### src/rtl/i2c_mem_slave_pkg.sv
// i2c_mem_slave_pkg
//   Shared types and constants for the I2C memory target.
//   state_t        : protocol FSM states
//   BIT_CNT_W      : width of the per-byte bit counter (counts 0..8)
//   BITS_PER_BYTE  : bit count at which a byte is complete
//   ACK / NACK     : SDA level of the acknowledge slot
package i2c_mem_slave_pkg;

    typedef enum logic [3:0] {
        IDLE,
        ADDR,
        ADDR_ACK,
        PTR,
        PTR_ACK,
        WR,
        WR_ACK,
        RD,
        RD_ACK,
        RD_DONE,
        IGNORE
    } state_t;

    localparam int                   BIT_CNT_W     = 4;
    localparam logic [BIT_CNT_W-1:0] BITS_PER_BYTE = 4'd8;
    localparam logic                 ACK           = 1'b0;
    localparam logic                 NACK          = 1'b1;

endpackage

### src/rtl/i2c_mem_slave_if.sv
// i2c_mem_slave_if
//   Pad triplets and write-strobe bus of the I2C memory target.
//   scl_i/sda_i       : pad levels seen by the target
//   scl_o/scl_t       : SCL drive value / tristate (1 = released)
//   sda_o/sda_t       : SDA drive value / tristate (1 = released)
//   busy              : addressed and not yet stopped
//   wr_stb/addr/data  : one pulse per byte stored into the memory
//   Modports: slave (the target), master (bus side / bench).
interface i2c_mem_slave_if #(
    parameter int AW = 4
);
    logic          scl_i;
    logic          scl_o;
    logic          scl_t;
    logic          sda_i;
    logic          sda_o;
    logic          sda_t;
    logic          busy;
    logic          wr_stb;
    logic [AW-1:0] wr_addr;
    logic [7:0]    wr_data;

    modport slave (
        input  scl_i, sda_i,
        output scl_o, scl_t, sda_o, sda_t, busy, wr_stb, wr_addr, wr_data
    );

    modport master (
        output scl_i, sda_i,
        input  scl_o, scl_t, sda_o, sda_t, busy, wr_stb, wr_addr, wr_data
    );

endinterface

### src/rtl/i2c_line_filter.sv
// i2c_line_filter
//   Two-flop synchronizer followed by a stability filter for one I2C pad.
//   The filtered level only follows the synchronized pad after FILT_LEN
//   consecutive samples that disagree with it; shorter glitches vanish.
//   clk, rst : clock, async active-high reset (level resets high = idle bus)
//   pad_i    : raw pad level
//   level    : filtered level
//   rise     : 1-cycle pulse, coincident with level going 0->1
//   fall     : 1-cycle pulse, coincident with level going 1->0
module i2c_line_filter #(
    parameter int FILT_LEN = 3
) (
    input  logic clk,
    input  logic rst,
    input  logic pad_i,
    output logic level,
    output logic rise,
    output logic fall
);
    localparam int CW = (FILT_LEN > 1) ? $clog2(FILT_LEN + 1) : 1;

    logic [1:0]    sync;
    logic [CW-1:0] cnt;

    always_ff @(posedge clk or posedge rst) begin
        if (rst) begin
            sync  <= 2'b11;
            cnt   <= '0;
            level <= 1'b1;
            rise  <= 1'b0;
            fall  <= 1'b0;
        end else begin
            sync <= {sync[0], pad_i};
            rise <= 1'b0;
            fall <= 1'b0;
            if (sync[1] != level) begin
                // cnt holds how many disagreeing samples preceded this one
                if (cnt == CW'(FILT_LEN - 1)) begin
                    level <= sync[1];
                    rise  <= sync[1];
                    fall  <= ~sync[1];
                    cnt   <= '0;
                end else begin
                    cnt <= cnt + 1'b1;
                end
            end else begin
                cnt <= '0;
            end
        end
    end

endmodule

### src/rtl/i2c_mem_slave.sv
// i2c_mem_slave
//   I2C target with a small byte-addressed memory. A write sets the byte
//   pointer and stores following bytes; a read returns bytes from the
//   pointer. The pointer auto-increments (wrapping) and survives STOP.
//   Optional feature macro: I2C_MEM_STRETCH_EN -- holds SCL low for STRETCH
//   clk cycles after every acknowledge slot. Without it scl_t is tied high.
//   Ports:
//     clk  : system clock, at least 16x the SCL rate
//     rst  : asynchronous active-high reset
//     bus  : i2c_mem_slave_if.slave (pads, busy, write strobe)
module i2c_mem_slave #(
    parameter logic [6:0] DEV_ADDR  = 7'h50,
    parameter int         MEM_DEPTH = 16,
    parameter int         FILT_LEN  = 3
`ifdef I2C_MEM_STRETCH_EN
   ,parameter int         STRETCH   = 8
`endif
) (
    input  logic           clk,
    input  logic           rst,
    i2c_mem_slave_if.slave bus
);
    import i2c_mem_slave_pkg::*;

    localparam int AW = (MEM_DEPTH > 1) ? $clog2(MEM_DEPTH) : 1;

    logic scl_lvl, scl_rise, scl_fall;
    logic sda_lvl, sda_rise, sda_fall;

    i2c_line_filter #(.FILT_LEN(FILT_LEN)) u_scl_filt (
        .clk   (clk),
        .rst   (rst),
        .pad_i (bus.scl_i),
        .level (scl_lvl),
        .rise  (scl_rise),
        .fall  (scl_fall)
    );

    i2c_line_filter #(.FILT_LEN(FILT_LEN)) u_sda_filt (
        .clk   (clk),
        .rst   (rst),
        .pad_i (bus.sda_i),
        .level (sda_lvl),
        .rise  (sda_rise),
        .fall  (sda_fall)
    );

    // SDA moving while filtered SCL is high can only be a bus condition
    logic start_det, stop_det;
    assign start_det = sda_fall & scl_lvl;
    assign stop_det  = sda_rise & scl_lvl;

    state_t               state;
    logic [BIT_CNT_W-1:0] bit_cnt;
    logic [7:0]           shreg;
    logic                 rw;
    logic [AW-1:0]        ptr;
    logic [7:0]           mem [MEM_DEPTH];
    logic                 sda_t_r;
    logic                 busy_r;
    logic                 wr_stb_r;
    logic [AW-1:0]        wr_addr_r;
    logic [7:0]           wr_data_r;

    always_ff @(posedge clk or posedge rst) begin
        if (rst) begin
            state     <= IDLE;
            bit_cnt   <= '0;
            shreg     <= '0;
            rw        <= 1'b0;
            ptr       <= '0;
            sda_t_r   <= 1'b1;
            busy_r    <= 1'b0;
            wr_stb_r  <= 1'b0;
            wr_addr_r <= '0;
            wr_data_r <= '0;
            for (int i = 0; i < MEM_DEPTH; i++) mem[i] <= '0;
        end else begin
            wr_stb_r <= 1'b0;
            if (start_det) begin
                state   <= ADDR;
                bit_cnt <= '0;
                sda_t_r <= 1'b1;
            end else if (stop_det) begin
                state   <= IDLE;
                busy_r  <= 1'b0;
                sda_t_r <= 1'b1;
            end else if (scl_rise) begin
                case (state)
                    ADDR, PTR, WR: begin
                        if (bit_cnt < BITS_PER_BYTE) begin
                            shreg   <= {shreg[6:0], sda_lvl};
                            bit_cnt <= bit_cnt + 1'b1;
                        end
                    end
                    RD: begin
                        if (bit_cnt < BITS_PER_BYTE) bit_cnt <= bit_cnt + 1'b1;
                    end
                    RD_ACK: begin
                        // NACK ends the read; ACK is acted on at the next fall
                        if (sda_lvl == NACK) state <= RD_DONE;
                    end
                    default: ;
                endcase
            end else if (scl_fall) begin
                // The first fall after START arrives with bit_cnt==0 and is ignored
                case (state)
                    ADDR: begin
                        if (bit_cnt == BITS_PER_BYTE) begin
                            if (shreg[7:1] == DEV_ADDR) begin
                                rw      <= shreg[0];
                                busy_r  <= 1'b1;
                                sda_t_r <= ACK;
                                state   <= ADDR_ACK;
                            end else begin
                                state <= IGNORE;
                            end
                        end
                    end
                    ADDR_ACK: begin
                        bit_cnt <= '0;
                        if (rw) begin
                            // first read bit goes out on the ACK-clock fall
                            shreg   <= mem[ptr];
                            sda_t_r <= mem[ptr][7];
                            ptr     <= ptr + 1'b1;
                            state   <= RD;
                        end else begin
                            sda_t_r <= 1'b1;
                            state   <= PTR;
                        end
                    end
                    PTR: begin
                        if (bit_cnt == BITS_PER_BYTE) begin
                            ptr     <= shreg[AW-1:0];
                            sda_t_r <= ACK;
                            state   <= PTR_ACK;
                        end
                    end
                    WR: begin
                        if (bit_cnt == BITS_PER_BYTE) begin
                            mem[ptr]  <= shreg;
                            wr_stb_r  <= 1'b1;
                            wr_addr_r <= ptr;
                            wr_data_r <= shreg;
                            ptr       <= ptr + 1'b1;
                            sda_t_r   <= ACK;
                            state     <= WR_ACK;
                        end
                    end
                    PTR_ACK, WR_ACK: begin
                        sda_t_r <= 1'b1;
                        bit_cnt <= '0;
                        state   <= WR;
                    end
                    RD: begin
                        if (bit_cnt == BITS_PER_BYTE) begin
                            sda_t_r <= 1'b1;
                            state   <= RD_ACK;
                        end else begin
                            sda_t_r <= shreg[6];
                            shreg   <= {shreg[6:0], 1'b0};
                        end
                    end
                    RD_ACK: begin
                        // only reached after the master ACKed on the rise
                        shreg   <= mem[ptr];
                        sda_t_r <= mem[ptr][7];
                        ptr     <= ptr + 1'b1;
                        bit_cnt <= '0;
                        state   <= RD;
                    end
                    default: ;
                endcase
            end
        end
    end

`ifdef I2C_MEM_STRETCH_EN
    localparam int SW = $clog2(STRETCH + 2);

    // Fall that closes an acknowledge slot; an RD_ACK fall implies ACK
    logic ack_slot_fall;
    assign ack_slot_fall = scl_fall & ~start_det & ~stop_det &
                           ((state == ADDR_ACK) || (state == PTR_ACK) ||
                            (state == WR_ACK)   || (state == RD_ACK));

    logic [SW-1:0] stretch_cnt;
    logic          scl_t_r;

    always_ff @(posedge clk or posedge rst) begin
        if (rst) begin
            stretch_cnt <= '0;
            scl_t_r     <= 1'b1;
        end else if (start_det || stop_det) begin
            stretch_cnt <= '0;
            scl_t_r     <= 1'b1;
        end else if (ack_slot_fall && (STRETCH > 0)) begin
            stretch_cnt <= SW'(STRETCH);
            scl_t_r     <= 1'b0;
        end else if (stretch_cnt > SW'(1)) begin
            stretch_cnt <= stretch_cnt - 1'b1;
        end else begin
            stretch_cnt <= '0;
            scl_t_r     <= 1'b1;
        end
    end

    assign bus.scl_t = scl_t_r;
`else
    assign bus.scl_t = 1'b1;
`endif

    assign bus.scl_o   = 1'b0;
    assign bus.sda_o   = 1'b0;
    assign bus.sda_t   = sda_t_r;
    assign bus.busy    = busy_r;
    assign bus.wr_stb  = wr_stb_r;
    assign bus.wr_addr = wr_addr_r;
    assign bus.wr_data = wr_data_r;

endmodule

### src/flat_wrapper.sv
// flat-port wrapper written by rule: the top's interface ports become plain ports
module i2c_mem_slave_flat import i2c_mem_slave_pkg::*;
#(
    parameter logic [6:0] DEV_ADDR  = 7'h50,
    parameter int         MEM_DEPTH = 16,
    parameter int         FILT_LEN  = 3

)
  (clk, rst, bus_scl_i, bus_sda_i, bus_scl_o, bus_scl_t, bus_sda_o, bus_sda_t, bus_busy, bus_wr_stb, bus_wr_addr, bus_wr_data);
  i2c_mem_slave_if #(.AW(4)) bus_i ();
  input  logic clk;
  input  logic rst;
  input wire logic [$bits(bus_i.scl_i)-1:0] bus_scl_i;
  input wire logic [$bits(bus_i.sda_i)-1:0] bus_sda_i;
  output wire logic [$bits(bus_i.scl_o)-1:0] bus_scl_o;
  output wire logic [$bits(bus_i.scl_t)-1:0] bus_scl_t;
  output wire logic [$bits(bus_i.sda_o)-1:0] bus_sda_o;
  output wire logic [$bits(bus_i.sda_t)-1:0] bus_sda_t;
  output wire logic [$bits(bus_i.busy)-1:0] bus_busy;
  output wire logic [$bits(bus_i.wr_stb)-1:0] bus_wr_stb;
  output wire logic [$bits(bus_i.wr_addr)-1:0] bus_wr_addr;
  output wire logic [$bits(bus_i.wr_data)-1:0] bus_wr_data;
  assign bus_i.scl_i = bus_scl_i;
  assign bus_i.sda_i = bus_sda_i;
  assign bus_scl_o = bus_i.scl_o;
  assign bus_scl_t = bus_i.scl_t;
  assign bus_sda_o = bus_i.sda_o;
  assign bus_sda_t = bus_i.sda_t;
  assign bus_busy = bus_i.busy;
  assign bus_wr_stb = bus_i.wr_stb;
  assign bus_wr_addr = bus_i.wr_addr;
  assign bus_wr_data = bus_i.wr_data;
  i2c_mem_slave #(.DEV_ADDR(DEV_ADDR), .MEM_DEPTH(MEM_DEPTH), .FILT_LEN(FILT_LEN)) u_core (.clk(clk), .rst(rst), .bus(bus_i));
endmodule
### config.mk
export PLATFORM = sky130hd
export DESIGN_NAME = i2c_mem_slave_flat
export DESIGN_NICKNAME = d
export VERILOG_FILES = /design/src/rtl/i2c_mem_slave_pkg.sv /design/src/rtl/i2c_mem_slave_if.sv /design/src/rtl/i2c_line_filter.sv /design/src/rtl/i2c_mem_slave.sv /design/src/flat_wrapper.sv
export SDC_FILE = /design/constraint.sdc
export NUM_CORES = 1
export LEC_CHECK = 0
export BUFFER_PORTS_ARGS = -buffer_cell sky130_fd_sc_hd__buf_2
export CAP_MARGIN = 20
export CELL_PAD_IN_SITES_DETAIL_PLACEMENT = 0
export CELL_PAD_IN_SITES_GLOBAL_PLACEMENT = 1
export CORE_MARGIN = 3
export CORE_UTILIZATION = 40
export DETAILED_ROUTE_END_ITERATION = 10
export MAX_ROUTING_LAYER = met4
export PLACE_DENSITY_LB_ADDON = 0.1
export SETUP_SLACK_MARGIN = 0.02
export SYNTH_ARGS = -nofsm -noshare
export SYNTH_HDL_FRONTEND = slang
export SYNTH_SLANG_ARGS = --single-unit
### constraint.sdc
create_clock -name clk -period 6.5 [get_ports clk]
set_input_delay 0.65 -clock clk [delete_from_list [all_inputs] [get_ports clk]]
set_output_delay 0.65 -clock clk [all_outputs]
set_load 0.005 [all_outputs]
After elaboration in Yosys (flattened, before gate mapping) --
Cells that the tools add are included.
Word-level totals: register bits after elaboration 178, output and inout port bits 18, logic and storage cells 186
Cells by class: add/sub/neg operators 4, $lt $le $gt $ge 3, eq/ne operators 35, mux-type cells 71, bitwise operators 8, reduce and logical (&&, ||, !) cells 29
Operator list (count):
- 128-bit bitwise mux | 1
- 4-bit 2-to-1 mux | 21
- 8-bit 2-to-1 mux | 9
- 8-bit binary-select mux with 4-bit select | 1
- 8-bit demux with 4-bit select | 1
- 1-bit 2-to-1 mux | 29
- 4-bit one-hot mux with 7 select lines | 1
- 8-bit one-hot mux with 3 select lines | 1
- 8-bit AND reduction | 3
- 5-bit by 2-bit inequality test with 1-bit output (second input constant) | 4
- 6-bit AND reduction | 3
- 4-bit by 3-bit == test with 1-bit output (second input constant) | 4
- 4-bit by 1-bit inequality test with 1-bit output (second input constant) | 4
- 4-bit one-hot mux with 4 select lines | 1
- 2-bit by 1-bit inequality test with 1-bit output (second input constant) | 7
- 4-bit nonzero test | 3
- 2-bit nonzero test | 5
- 3-bit nonzero test | 3
- 9-bit nonzero test | 1
- 4-bit by 1-bit adder with 4-bit output (second input constant) | 2
- 4-bit by 2-bit == test with 1-bit output (second input constant) | 2
- 4-bit == test (second input constant) | 2
- 2-bit 2-to-1 mux | 4
- 8-bit nonzero test | 1
- other kinds (24) | 37

Longest topological paths before layout --
word-level depth 10, depth in mapped cells 8, mapped depth without buffers 7

Cells and area by module --
A second synthesis with hierarchy kept.
Unflattened totals: cell total of the unflattened synthesis 619, area total of the unflattened synthesis 8491.9 um^2
Modules (own cells, without submodules):
- i2c_mem_slave | instances 1, cells an instance 589, area an instance 7996.4 um^2
- i2c_line_filter | instances 2, cells an instance 15, area an instance 247.7 um^2

Worst setup path after synthesis --
Ideal clock, no wire load.
path kind reg2reg, start point register u_core.bit_cnt[0], end point register u_core.wr_addr_r[0], in the netlist u_core.bus.wr_addr[0], library setup time 0.125 ns, arrival time 2.030 ns, required time 6.375 ns, setup slack 4.345 ns, cell stages (with the launch flop) 8, period minus slack after synthesis 2.155 ns, cell sequence dfrtp_1 -> inv_1 -> ha_1 -> nand3b_4 -> or2_2 -> nor4_2 -> buf_2 -> mux2_2
On the way: word-level cells in the longest chain between the ends 2
RTL lines:
- start: declaration | RTL line i2c_mem_slave.sv:54 | logic [BIT_CNT_W-1:0] bit_cnt;
- start signal: assignment | RTL line i2c_mem_slave.sv:93 | bit_cnt <= bit_cnt + 1'b1;
- start signal: assignment | RTL line i2c_mem_slave.sv:97 | if (bit_cnt < BITS_PER_BYTE) bit_cnt <= bit_cnt + 1'b1;
- 4-bit == test | RTL line i2c_mem_slave.sv:141 | if (bit_cnt == BITS_PER_BYTE) begin
- 6-bit AND reduction (no source line)
- end signal: assignment | RTL line i2c_mem_slave.sv:144 | wr_addr_r <= ptr;
- end: declaration | RTL line i2c_mem_slave.sv:62 | logic [AW-1:0] wr_addr_r;
Every way passes these cells. A chain may end at the register's enable or synchronous reset.

Worst setup path after layout --
start point register u_core.u_scl_filt.rise, end point register u_core.mem[32] in the netlist's numbering
On the way: word-level cells in the longest chain between the ends 2
RTL lines:
- start: declaration | RTL line i2c_line_filter.sv:17 | output logic rise,
- start signal: assignment | RTL line i2c_line_filter.sv:40 | rise <= sync[1];
- 1-bit inverter (no source line)
- 6-bit AND reduction (no source line)
- end signal: indexed assignment | RTL line i2c_mem_slave.sv:142 | mem[ptr] <= shreg;
- end: declaration | RTL line i2c_mem_slave.sv:58 | logic [7:0] mem [MEM_DEPTH];
Every way passes these cells.

==> results.yml <==
routing:
  drcViolationCount: 0
  wl_met2_um: 9910
  drtIter0Drc: 209
  routed.top_layer: "met4"
  wl_met1_um: 8680
  vias: 4966
  final_antenna_net_count: 0
  wl_met3_um: 504
  wl_um: 19400
  dr.pass1.iters: 4
  post_drt_wl_per_cell_um: 21.8
  viasPerCell: 5.58
cells_and_area:
  n_antenna_cell: 0
  seq_area_um2: 4470
  fin_area_um2: 9250
  syn_to_final_growth_pct: 10.6
  layout.nets: 617
  multi_input_area_um2: 3690
  drive_gt1_frac: 0.376
  fill_cells: 1830
sta:
  rsz0062_at_grt: "no"
  period_needed_ns: 2.74
  tightest_slew_ns: 1.04
  period_share: 0.422
  hold_viol: 0
  fin_tns_setup_ns: 0
  slew_viol_final: 0
  setup_viol: 0
  fin_skew_ns: 0.0112
  max_freq_mhz: 365
  setup_ws_ns: 3.76
  maxSlewHeadroom: 0.306
synth:
  seq_area_frac_synth: 0.534
  synth-main-ff-cell: "dfrtp_1"
  syn_inst: 607
  yosys-top-cells-count: "dfrtp_1 (171), mux2_2 (111), mux2_1 (34)"
  yosys_warnings: 0
  synth_area_per_cell_um2: 13.8
  synth_edf_count: 0
  synth-seq-cells: 178
  synthTopCellsByArea: "dfrtp_1 (51%), mux2_2 (15%), mux4_2 (8.6%)"
  yosysUniqueCellTypes: 60
  synth.most_common_cell: "dfrtp_1"
  synth_area_um2: 8360
  yosysTopAreaCellShare: 0.512
  synth.largest_area_cell: "dfrtp_1"
  async_flop_share: 1.00
grt:
  overflow: 0
  gr-usage-all-layers: 0.189
  antenna_found_initial: 0
  grt_pass1_wl_um: 31400
  grt_max_degree: 67
  grt_pass1_vias: 5302
clock_network:
  post-cts-setup-buffer-count: 0
  cts.htree.levels: 4
  cts_tree: "built"
  post_cts_resized: 0
  clk_pin_slew_ns: 0.07
  clockRootBuffer: "clkbuf_16"
  cts-buffers-inserted: 17
  cts_buffer_depth: 2
  clock-sinks: 178
  clock_latency_ns: 0.43
  holdBufCountCts: 0
floorplanning:
  chipWidth_um: 151
  core_area_um2: 20400
  num_rows: 52
  pin_count: 22
  die_h_um: 151
  fp.dieArea_um2: 22700
  start_util: 0.411
placed_design:
  place_congestion: 0.805
  place_area_um2: 8660
  numPortBuffers: 18
  dpl.hpwl_um: 12600
  pre_cts_ws_ns: 3.74
worst_setup_path:
  critical_path_class: "reg2reg"
  startpoint_type: "flip-flop"
  endpoint_kind: "flip-flop"
  required_ns: 6.81
  worst-r2r-setup-slack_ns: 3.76
  cp_max_fo: 13
  arrival_ns: 3.05
status:
  outcome: "finished clean"
job:
  cap_violations: 0
power_and_ir_drop:
  ir_drop_v: 0.000165
  power_per_cell_area_nw_per_um2: 294
  p_leak_nw: 4.25
min_path:
  hold_class: "in2async"
## critical path: stages (launching register included)
cell	delay (ns)
dfrtp_1	0.47
nor2b_1	0.84
nand2_1	0.35
nor2_2	0.57
mux2_2	0.40
## layer usage
metal / global-route usage / vias to the layer above
li1: - / 2220
met1: 0.244 / 2652
met2: 0.312 / 75
met3: 0.0328 / 19
met4: 0.0485 / 0
met5: - / -
## state kept, by name, indices dropped and copies added, names as in the netlist
signal / flops
u_core.u_scl_filt.sync: 2
u_core.ptr: 4
u_core.bit_cnt: 4
u_core.rw: 1
u_core.mem: 128
u_core.u_scl_filt.level: 1
u_core.bus.sda_t: 1
u_core.bus.wr_addr: 4
u_core.u_scl_filt.fall: 1
u_core.u_sda_filt.sync: 2
u_core.u_sda_filt.level: 1
u_core.bus.busy: 1
u_core.u_sda_filt.cnt: 2
u_core.bus.wr_data: 8
u_core.shreg: 8
u_core.u_scl_filt.cnt: 2
u_core.state: 4
u_core.u_sda_filt.fall: 1
u_core.u_sda_filt.rise: 1
u_core.bus.wr_stb: 1
u_core.u_scl_filt.rise: 1
## placed cells by master, fill, tap and decap left out, types with 3 or more instances in the layout
master       n
nand3_2      4
mux4_2      32
conb_1       3
nor3_1       3
ha_1         6
a31oi_1      3
o21ai_0      4
a211oi_1     5
nor3b_1      3
a21oi_1     27
buf_2       18
mux2_2     111
o22a_1       3
mux2_1      34
dfrtp_1    169
a211o_1      3
nor2_4       3
a22oi_1     13
or2_2        4
buf_4        5
inv_6        5
mux2i_1      6
clkbuf_16   17
nor2_2       9
dfstp_2      7
nor2_1      22
nand2_1     21
inv_1        7
nand3_1      6
nor2b_1      4
nand2b_1    12
and2_1       3
## where the power goes
part	switching (mW)	internal, mW	total [mW]
clock	0.459	0.584	1.04
sequential	0.202	1.17	1.37
combinational	0.166	0.138	0.304
## final timing paths
path	from	endpoint	cells after the start
max in group asynchronous	rst	u_core.mem[8]	3
hold reg to reg	u_core.u_sda_filt.sync[0]	u_core.u_sda_filt.sync[1]	0
hold / removal	rst	u_core.mem[68]	2
setup / recovery	u_core.u_scl_filt.rise	u_core.mem[32]	4
min in group clk	bus_scl_i	u_core.u_scl_filt.sync[0]	1
setup reg to reg	u_core.u_scl_filt.rise	u_core.mem[32]	4
## layout make-up
| class | instances | share of cell area |
|---|---|---|
| Multi-Input combinational cell | 379 | 0.399 |
| Inverter | 8 | 0.00379 |
| Sequential cell | 178 | 0.483 |
| Timing Repair Buffer | 23 | 0.0138 |
| Tap cell | 270 | 0.0365 |
| Clock buffer | 19 | 0.0479 |
| Clock inverter | 13 | 0.0161 |
## through the flow
stage,cells,utilization,hold slack (ns),total power [mW]
floorplan,608,-,0.345,1.57
global placement,858,0.425,0.348,1.70
detailed placement,858,0.425,0.347,1.70
CTS,890,0.454,0.298,2.75
global route,890,0.454,0.291,2.85
finish,890,0.454,0.305,2.72
## kinds of logic (layout without fill, tap and decap cells)
group / Yosys count / in the layout / share of synthesized area
and+or+nand+nor: 106 / 106 / 0.0748
DFF: 178 / 178 / 0.534
muxes: 183 / 183 / 0.289
buffers and inverters: 51 / 63 / 0.0262
other: 2 / 3 / 0.000898
xor gates and xnor gates: 1 / 1 / 0.00105
AOI/OAI and AO/OA: 80 / 80 / 0.0660
adders and majority gates: 6 / 6 / 0.00898
(Power assumes the default switching activity.)
